$ cat config.mk
export PLATFORM = sky130hd
export DESIGN_NAME = shiftin
export DESIGN_NICKNAME = d
export VERILOG_FILES = /design/src/rtl/safety_pkg.sv /design/src/rtl/sync_edge.sv /design/src/rtl/shiftin.sv
export SDC_FILE = /design/constraint.sdc
export NUM_CORES = 1
export LEC_CHECK = 0
export ABC_AREA = 0
export ABC_CLOCK_PERIOD_IN_PS = 2200
export CORE_UTILIZATION = 40
export CTS_CLUSTER_SIZE = 25
export DETAILED_ROUTE_END_ITERATION = 16
export GPL_ROUTABILITY_DRIVEN = 0
export PLACE_DENSITY = 0.63
export SLEW_MARGIN = 20
export SYNTH_ARGS = -nofsm -noshare
export SYNTH_HDL_FRONTEND = slang
export SYNTH_HIERARCHICAL = 1
export SYNTH_SLANG_ARGS = --single-unit
export TNS_END_PERCENT = 50
$ cat constraint.sdc
create_clock -name INPUTCLOCK -period 2.2 [get_ports INPUTCLOCK]
set_clock_uncertainty 0.05 [all_clocks]
set_input_delay 0.44 -clock INPUTCLOCK [delete_from_list [all_inputs] [get_ports INPUTCLOCK]]
set_output_delay 0.44 -clock INPUTCLOCK [all_outputs]
set_load 0.05 [all_outputs]
$ cat src/rtl/safety_pkg.sv
// Shared types and constants for the horn DAC link and the safety level transfer.
package safety_pkg;

  // Word width shared with the horn transmitter.
  localparam int unsigned HORN_DATA_WIDTH = 8;

  typedef enum logic [1:0] {
    IDLE    = 2'd0,
    SHIFT   = 2'd1,
    FULL    = 2'd2,
    OVERRUN = 2'd3
  } rx_state_e;

  // Receiver state implied by a captured-bit count.
  function automatic rx_state_e count_state(input int unsigned cnt, input int unsigned width);
    if (cnt == 0) begin
      return IDLE;
    end else if (cnt < width) begin
      return SHIFT;
    end else if (cnt == width) begin
      return FULL;
    end else begin
      return OVERRUN;
    end
  endfunction

endpackage

$ cat src/rtl/sync_edge.sv
// Multi-flop synchronizer for one asynchronous wire with registered edge pulses.
// The level output is taken from the edge-detect flop so it lines up with the pulses.
module sync_edge #(
  parameter int unsigned SYNC_STAGES = 2
) (
  input  logic clk,
  input  logic rst_n,
  input  logic din,
  output logic level,
  output logic rise,
  output logic fall
);

  logic [SYNC_STAGES-1:0] sync_q;
  logic                   last_q;
  logic                   rise_q;
  logic                   fall_q;

  // Synchronizer chain, delayed copy and registered edge pulses.
  always_ff @(posedge clk or negedge rst_n) begin
    if (!rst_n) begin
      sync_q <= '0;
      last_q <= 1'b0;
      rise_q <= 1'b0;
      fall_q <= 1'b0;
    end else begin
      sync_q <= {sync_q[SYNC_STAGES-2:0], din};
      last_q <= sync_q[SYNC_STAGES-1];
      rise_q <= sync_q[SYNC_STAGES-1] & ~last_q;
      fall_q <= ~sync_q[SYNC_STAGES-1] & last_q;
    end
  end

  assign level = last_q;
  assign rise  = rise_q;
  assign fall  = fall_q;

endmodule

$ cat src/rtl/shiftin.sv
// Serial-to-parallel receiver for the horn DAC shift-register link.
// Captures bits on shift-clock falls, publishes the frame on the latch rise and
// pulses frameerror for short/long frames or a stalled link.
module shiftin
  import safety_pkg::*;
#(
  parameter int unsigned DATA_WIDTH     = HORN_DATA_WIDTH,
  parameter int unsigned SYNC_STAGES    = 2,
  parameter int unsigned TIMEOUT_CYCLES = 4096
) (
  input  logic                  INPUTCLOCK,
  input  logic                  RESET_N,
  input  logic                  serialinput,
  input  logic                  shiftclock,
  input  logic                  registerlatch,
  output logic [DATA_WIDTH-1:0] paralleloutput,
  output logic                  datavalid,
  output logic                  frameerror
);

  localparam int unsigned CW = $clog2(DATA_WIDTH + 2);
  localparam int unsigned TW = $clog2(TIMEOUT_CYCLES);
  localparam logic [CW-1:0] CNT_MAX  = CW'(DATA_WIDTH + 1);
  localparam logic [TW-1:0] TMO_LAST = TW'(TIMEOUT_CYCLES - 1);

  logic data_lvl;
  logic data_rise;
  logic data_fall;
  logic sclk_lvl;
  logic sclk_rise;
  logic sclk_fall;
  logic latch_lvl;
  logic latch_rise;
  logic latch_fall;

  sync_edge #(.SYNC_STAGES(SYNC_STAGES)) u_sync_data (
    .clk   (INPUTCLOCK),
    .rst_n (RESET_N),
    .din   (serialinput),
    .level (data_lvl),
    .rise  (data_rise),
    .fall  (data_fall)
  );

  sync_edge #(.SYNC_STAGES(SYNC_STAGES)) u_sync_sclk (
    .clk   (INPUTCLOCK),
    .rst_n (RESET_N),
    .din   (shiftclock),
    .level (sclk_lvl),
    .rise  (sclk_rise),
    .fall  (sclk_fall)
  );

  sync_edge #(.SYNC_STAGES(SYNC_STAGES)) u_sync_latch (
    .clk   (INPUTCLOCK),
    .rst_n (RESET_N),
    .din   (registerlatch),
    .level (latch_lvl),
    .rise  (latch_rise),
    .fall  (latch_fall)
  );

  // Only the data level, shift-clock fall and latch rise are consumed.
  logic unused_sync;
  assign unused_sync = ^{data_rise, data_fall, sclk_lvl, sclk_rise, latch_lvl, latch_fall};

  rx_state_e             state_q, state_d;
  logic [DATA_WIDTH-1:0] shreg_q, shreg_d;
  logic [CW-1:0]         bitcnt_q, bitcnt_d;
  logic [TW-1:0]         tmo_q, tmo_d;
  logic [DATA_WIDTH-1:0] pout_q, pout_d;
  logic                  dv_q, dv_d;
  logic                  fe_q, fe_d;

  logic [DATA_WIDTH-1:0] shreg_cap;
  logic [CW-1:0]         cnt_cap;
  rx_state_e             state_cap;
  logic                  timeout;

  // Next state: capture first, then latch (which sees the updated count), then timeout.
  always_comb begin
    shreg_cap = shreg_q;
    cnt_cap   = bitcnt_q;
    if (sclk_fall) begin
      shreg_cap = {data_lvl, shreg_q[DATA_WIDTH-1:1]};
      if (bitcnt_q != CNT_MAX) begin
        cnt_cap = bitcnt_q + 1'b1;
      end
    end
    state_cap = count_state(int'(cnt_cap), DATA_WIDTH);
    // A capture edge restarts the silence window, so it also cancels a timeout.
    timeout   = (state_q != IDLE) && (tmo_q == TMO_LAST) && !sclk_fall;

    state_d  = state_cap;
    shreg_d  = shreg_cap;
    bitcnt_d = cnt_cap;
    tmo_d    = '0;
    pout_d   = pout_q;
    dv_d     = 1'b0;
    fe_d     = 1'b0;

    if (latch_rise) begin
      if (state_cap == FULL) begin
        pout_d = shreg_cap;
        dv_d   = 1'b1;
      end else begin
        fe_d = 1'b1;
      end
      state_d  = IDLE;
      shreg_d  = '0;
      bitcnt_d = '0;
    end else if (timeout) begin
      fe_d     = 1'b1;
      state_d  = IDLE;
      shreg_d  = '0;
      bitcnt_d = '0;
    end else if (state_cap != IDLE && !sclk_fall) begin
      tmo_d = tmo_q + 1'b1;
    end
  end

  // Receiver state and output registers.
  always_ff @(posedge INPUTCLOCK or negedge RESET_N) begin
    if (!RESET_N) begin
      state_q  <= IDLE;
      shreg_q  <= '0;
      bitcnt_q <= '0;
      tmo_q    <= '0;
      pout_q   <= '0;
      dv_q     <= 1'b0;
      fe_q     <= 1'b0;
    end else begin
      state_q  <= state_d;
      shreg_q  <= shreg_d;
      bitcnt_q <= bitcnt_d;
      tmo_q    <= tmo_d;
      pout_q   <= pout_d;
      dv_q     <= dv_d;
      fe_q     <= fe_d;
    end
  end

  assign paralleloutput = pout_q;
  assign datavalid      = dv_q;
  assign frameerror     = fe_q;

endmodule

==> Yosys cells after proc, flatten, opt, wreduce, memory -nomap -nowiden <==
Index checks and enable logic that the tools add are counted.
{ "word_totals": {"ff_bits": 47, "out_inout_bits": 10, "wordCells": 54, "input_bits": 5} }
{ "classes": {"order_cmp": 1, "bitwise_logic": 4, "reduce_logical": 8, "n_addsub": 2, "mux": 20, "n_eq_ne": 4} }
{ "op_table": {"columns": ["operator", "n"], "rows": [
  ["$mux 12", 3],
  ["$mux 8", 3],
  ["$mux 4", 4],
  ["$add 12x1->12 const B", 1],
  ["$eq 12x12->1 const B", 1],
  ["$mux 2", 4],
  ["$mux 1", 6],
  ["$add 4x1->4 const B", 1],
  ["$eq 4x4->1 const B", 1],
  ["$logic_not 4->1", 1],
  ["$lt 4x4->1 const B", 1],
  ["$ne 4x4->1 const B", 1],
  ["$reduce_bool 2->1", 2],
  ["$logic_and 1x1->1", 3],
  ["$and 1x1->1", 2],
  ["$eq 2x2->1 const B", 1],
  ["$not 1->1", 2],
  ["$reduce_and 2->1", 1],
  ["$logic_not 1->1", 1]
]} }

==> Depth between registers and ports, before layout <==
{ "depth": {"word_depth": 12, "ltp_mapped": 8, "ltp_nobuf": 7} }

==> Modules after synthesis <==
Netlist, hierarchy kept.
{ "modules_own_cells": {"columns": ["mod", "instances", "cells_per_inst", "area_per_inst_um2", "seq_area_each_um2"], "rows": [
  ["shiftin", 1, 144, 1589.0, 875.8],
  ["sync_edge", 3, 7, 140.1, 125.1]
]} }

==> Least setup slack after synthesis <==
OpenSTA, ideal clock, no wires.
{ "synth_path": {"kind": "register -> register", "start": "register bitcnt_q[0]", "end": "register pout_q[0], in the netlist paralleloutput[0]", "slack_ps": 285, "arrival_ps": 1786, "path_stages_with_launch": 8, "period_less_slack_ps": 1915, "required_ps": 2071, "setup_ps": 79, "path_buffers": 1, "cell_sequence": "dfrtp_1 -> ha_1 -> nand2_2 -> and2_4 -> o32a_1 -> nor4b_2 -> buf_6 -> mux2i_1"} }
{ "synth_via": {"elab_chain_len": 9, "word_cells_on_any_way": 12, "cone_classes": "add/sub (1); order compare (1); eq/ne (3); mux (5); reduce/logical (2)"} }
{ "synth_rtl": {"columns": ["item", "line", "text"], "rows": [
  ["start: declaration", "shiftin.sv:69", "logic [CW-1:0] bitcnt_q, bitcnt_d;"],
  ["start signal: assignment", "shiftin.sv:135", "bitcnt_q <= bitcnt_d;"],
  ["$add 4x1->4 or $ne 4x4->1 (tied branches)", "shiftin.sv:87, shiftin.sv:86", null],
  ["$mux 4", "shiftin.sv:86", "if (bitcnt_q != CNT_MAX) begin"],
  ["$mux 4 *", "shiftin.sv:84", "if (sclk_fall) begin"],
  ["branches (longest 3 deep; another with $lt 4x4->1)", null, null],
  ["$mux 2 *", "safety_pkg.sv:16", "if (cnt == 0) begin"],
  ["$eq 2x2->1 *", "shiftin.sv:103", "if (state_cap == FULL) begin"],
  ["$reduce_and 2->1 (no source line) *", null, null],
  ["end signal: assignment", "shiftin.sv:137", "pout_q <= pout_d;"],
  ["end: declaration", "shiftin.sv:71", "logic [DATA_WIDTH-1:0] pout_q, pout_d;"]
]} }
Mark *: on every way between the ends.
A chain may end at the register's enable or synchronous reset.

==> Worst setup path after layout <==
{ "layout_path": {"start": "register bitcnt_q[1]", "end": "register pout_q[1], in the netlist paralleloutput[1]"} }
The elaborated chain is that of the path after synthesis.

==> metrics.md <==
| Metric | Value |
|---|---|
| Average footprint of a synthesized cell | `11.97 sq um` |
| Cell total after placement | `223` |
| Clk pin slew, worst setup/hold paths | `0.08 ns` |
| Most frequent standard cell in the layout excluding fill and tap cells | `sky130_fd_sc_hd__dfrtp_1` |
| Buffer depth of the longest clock path | `2` |
| Cell-by-cell listing of the critical path | `inv_1, ha_1, nand2_2, and2_4, o32a_1, nor4b_4, buf_6, mux2i_1` |
| Net total in the final layout | `187` |
| Clock Root Buffer | `sky130_fd_sc_hd__clkbuf_8` |
| Number of CTS-inserted buffers | `5` |
| Initial DRT Pass Iterations | `3` |
| HPWL after detailed placement | `2071 um` |
| Total I/O pin count | `15` |
| Total count of max-transition violations in the final report | `0` |
| Share of power burned in registers | `50.9%` |
| CP Data Required Time | `2.36 ns` |
| Setup violation total in the final timing report | `0` |
| Synthesized net count | `165` |
| Drt total wl | `3097 um` |
| Average vias per placed instance | `4.953` |
| Total vias in the final route | `1149` |
| Class of the tightest hold or removal check | `in -> async` |
| Net Switching | `409.1 uW` |
| Die width | `70.55 um` |
| Count of clock tree sinks | `46` |
| Category of the most critical setup path | `reg -> reg` |
| Setup tns final | `0 ns` |
| Final WS setup | `0.1399 ns` |
| Insertion delay of the later-clocked pin in the worst-skew pair | `0.29 ns` |
| Critical path data arrival time | `2.22 ns` |
| Number of input and output port buffers inserted | `14` |
| Pin count of the biggest net entering global routing | `47` |
| Tot GR Track Use | `14.38%` |
| Startpoint Class | `register` |
| Layout cells sized above 1 | `13.33%` |
| Overall die height | `70.55 um` |
| Maximum capacitance violations | `0` |
| IR Drop Worst-Case VDD | `520.8 uV` |
| H-tree levels | `2` |
| Share of power burned in the clock network | `39.7%` |
| Residual DRC count | `0` |
| Post-route minimum period | `2.060 ns` |
| Achievable clock frequency | `485.4 MHz` |
| Number of inserted diodes | `0` |
| Fraction of the cycle the final worst path needs | `93.64%` |
| Remaining antenna violation count after routing | `0` |
| Commonest cells after routing, fill and taps aside | `45 x sky130_fd_sc_hd__dfrtp_1, 31 x sky130_fd_sc_hd__nor2_1, 17 x sky130_fd_sc_hd__mux2i_1` |
| Cell Count, Final, Fillers Out | `232` |
| Worst setup slack after placement | `0.09708 ns` |
| TritonCTS clock tree | `done` |
| Tightest Pin Transition | `0.5625 ns` |
| Number of fill cells in the layout | `383` |
| Number of antenna violations at the first check in global routing | `0` |
| Pwr per Cell Area | `811.9 mW/mm^2` |
| Total core area | `0.004444 sq mm` |
| Average routed wire per standard cell | `13.35 um` |
| Switching Share | `22.49%` |
| Lkg Pwr | `0.0009790 uW` |
| Largest stage delay, worst path | `0.42 ns` |
| Cell internal power dissipation | `1410 uW` |
| Endpoint class of the critical path | `register` |
| CP Max Fanout | `5` |
| Gr ovfl total | `0` |
| Number of violations reported at the end of detailed-routing iteration 0 | `34` |
| FP Rows | `24` |
| Wire length of the first global-routing pass | `5485 um` |
| Cell with the largest stage delay on the worst path | `sky130_fd_sc_hd__dfrtp_1` |
| Instance count of the mapped netlist | `157` |
| Max-slew headroom at the worst pin | `62.50%` |
| Hold_ws | `0.1684 ns` |
| Share of total power in combinational logic | `9.3%` |
| P&R area growth vs syn | `19.24%` |
| Mapped Area | `0.001879 sq mm` |
| Area enclosed by the die boundary | `0.004977 sq mm` |
| Status | `finished clean` |
| Starting utilization of the core area | `42.29%` |
| Post-route total power | `1819 uW` |
| Number of endpoints with negative hold slack in the final report | `0` |
| YS warnings | `6` |
| Via count of the first global-routing pass | `1221` |
[worst max-delay path: cells and delay by family, from the launching register on]
kind | cells | cell delay [ns]
muxes | 1 | 0.19
AOI/OAI and AO/OA | 1 | 0.33
buffers and inverters | 2 | 0.27
adders and majority gates | 1 | 0.17
and+or+nand+nor | 3 | 0.55
DFF | 1 | 0.42
[power groups by stage]
stage	clock [uW]	combinational [uW]	sequential, uW
2_1_floorplan	0	115	936
3_3_place_gp	0	156	936
3_5_place_dp	0	165	941
4_1_cts	748	167	925
5_1_grt	787	193	933
6_report	723	170	927
[timing repair]
item	4_1_cts	5_1_grt
setup buffers	0	0
setup endpoints to repair	0	8
gates resized for setup	0	9
hold buffers	0	0
[area by class of cell]
class | count | area, sq um | area share (%)
multi-input combinational | 94 | 656.9 | 29.31
inverter | 13 | 48.80 | 2.178
clock buffer | 5 | 68.82 | 3.071
clock inverter | 3 | 68.82 | 3.071
sequential | 46 | 1152 | 51.42
timing repair buffer | 19 | 180.2 | 8.040
tap | 52 | 65.06 | 2.903
[flip-flops by register name (all words and copies together), names as in the netlist, 2 cells and up]
register and cells:
tmo_q 12, u_sync_data/sync_q 2, u_sync_latch/sync_q 2, paralleloutput 8
shreg_q 8, u_sync_sclk/sync_q 2, bitcnt_q 4
[path summary, 6_finish.rpt]
check | from | to | slack (ns) | cells past startpoint
max | bitcnt_q[1]$_DFF_PN0_ | paralleloutput[1]$_DFFE_PN0P_ | 0.14 | 8
min | RESET_N | paralleloutput[3]$_DFFE_PN0P_ | 0.17 | 2
max reg2reg | bitcnt_q[1]$_DFF_PN0_ | paralleloutput[1]$_DFFE_PN0P_ | 0.14 | 8
min reg2reg | u_sync_latch/sync_q[0]$_DFF_PN0_ | u_sync_latch/sync_q[1]$_DFF_PN0_ | 0.30 | 0
max in group asynchronous | RESET_N | bitcnt_q[0]$_DFF_PN0_ | 1.51 | 2
min in group INPUTCLOCK | u_sync_latch/sync_q[0]$_DFF_PN0_ | u_sync_latch/sync_q[1]$_DFF_PN0_ | 0.30 | 0
[metal layers]
| layer | GRT usage, % | share of wire (%) | up-vias |
|---|---|---|---|
| met5 | 0 | 0 | - |
| met4 | 6.444 | 0.61 | 0 |
| met3 | 4.843 | 3.1 | 2 |
| met2 | 23.73 | 51 | 13 |
| met1 | 17.23 | 45 | 581 |
| li1 | - | - | 553 |
[stage by stage]
step                      cell area (sq um)  utilization, %
final                                  2241           50.42
after global routing                   2241           50.42
after CTS                              2212           49.77
after detailed placement               2074           46.68
after global placement                 2074           46.68
after floorplan                        1879               -
Note: power is estimated with default switching activity, not from simulation.
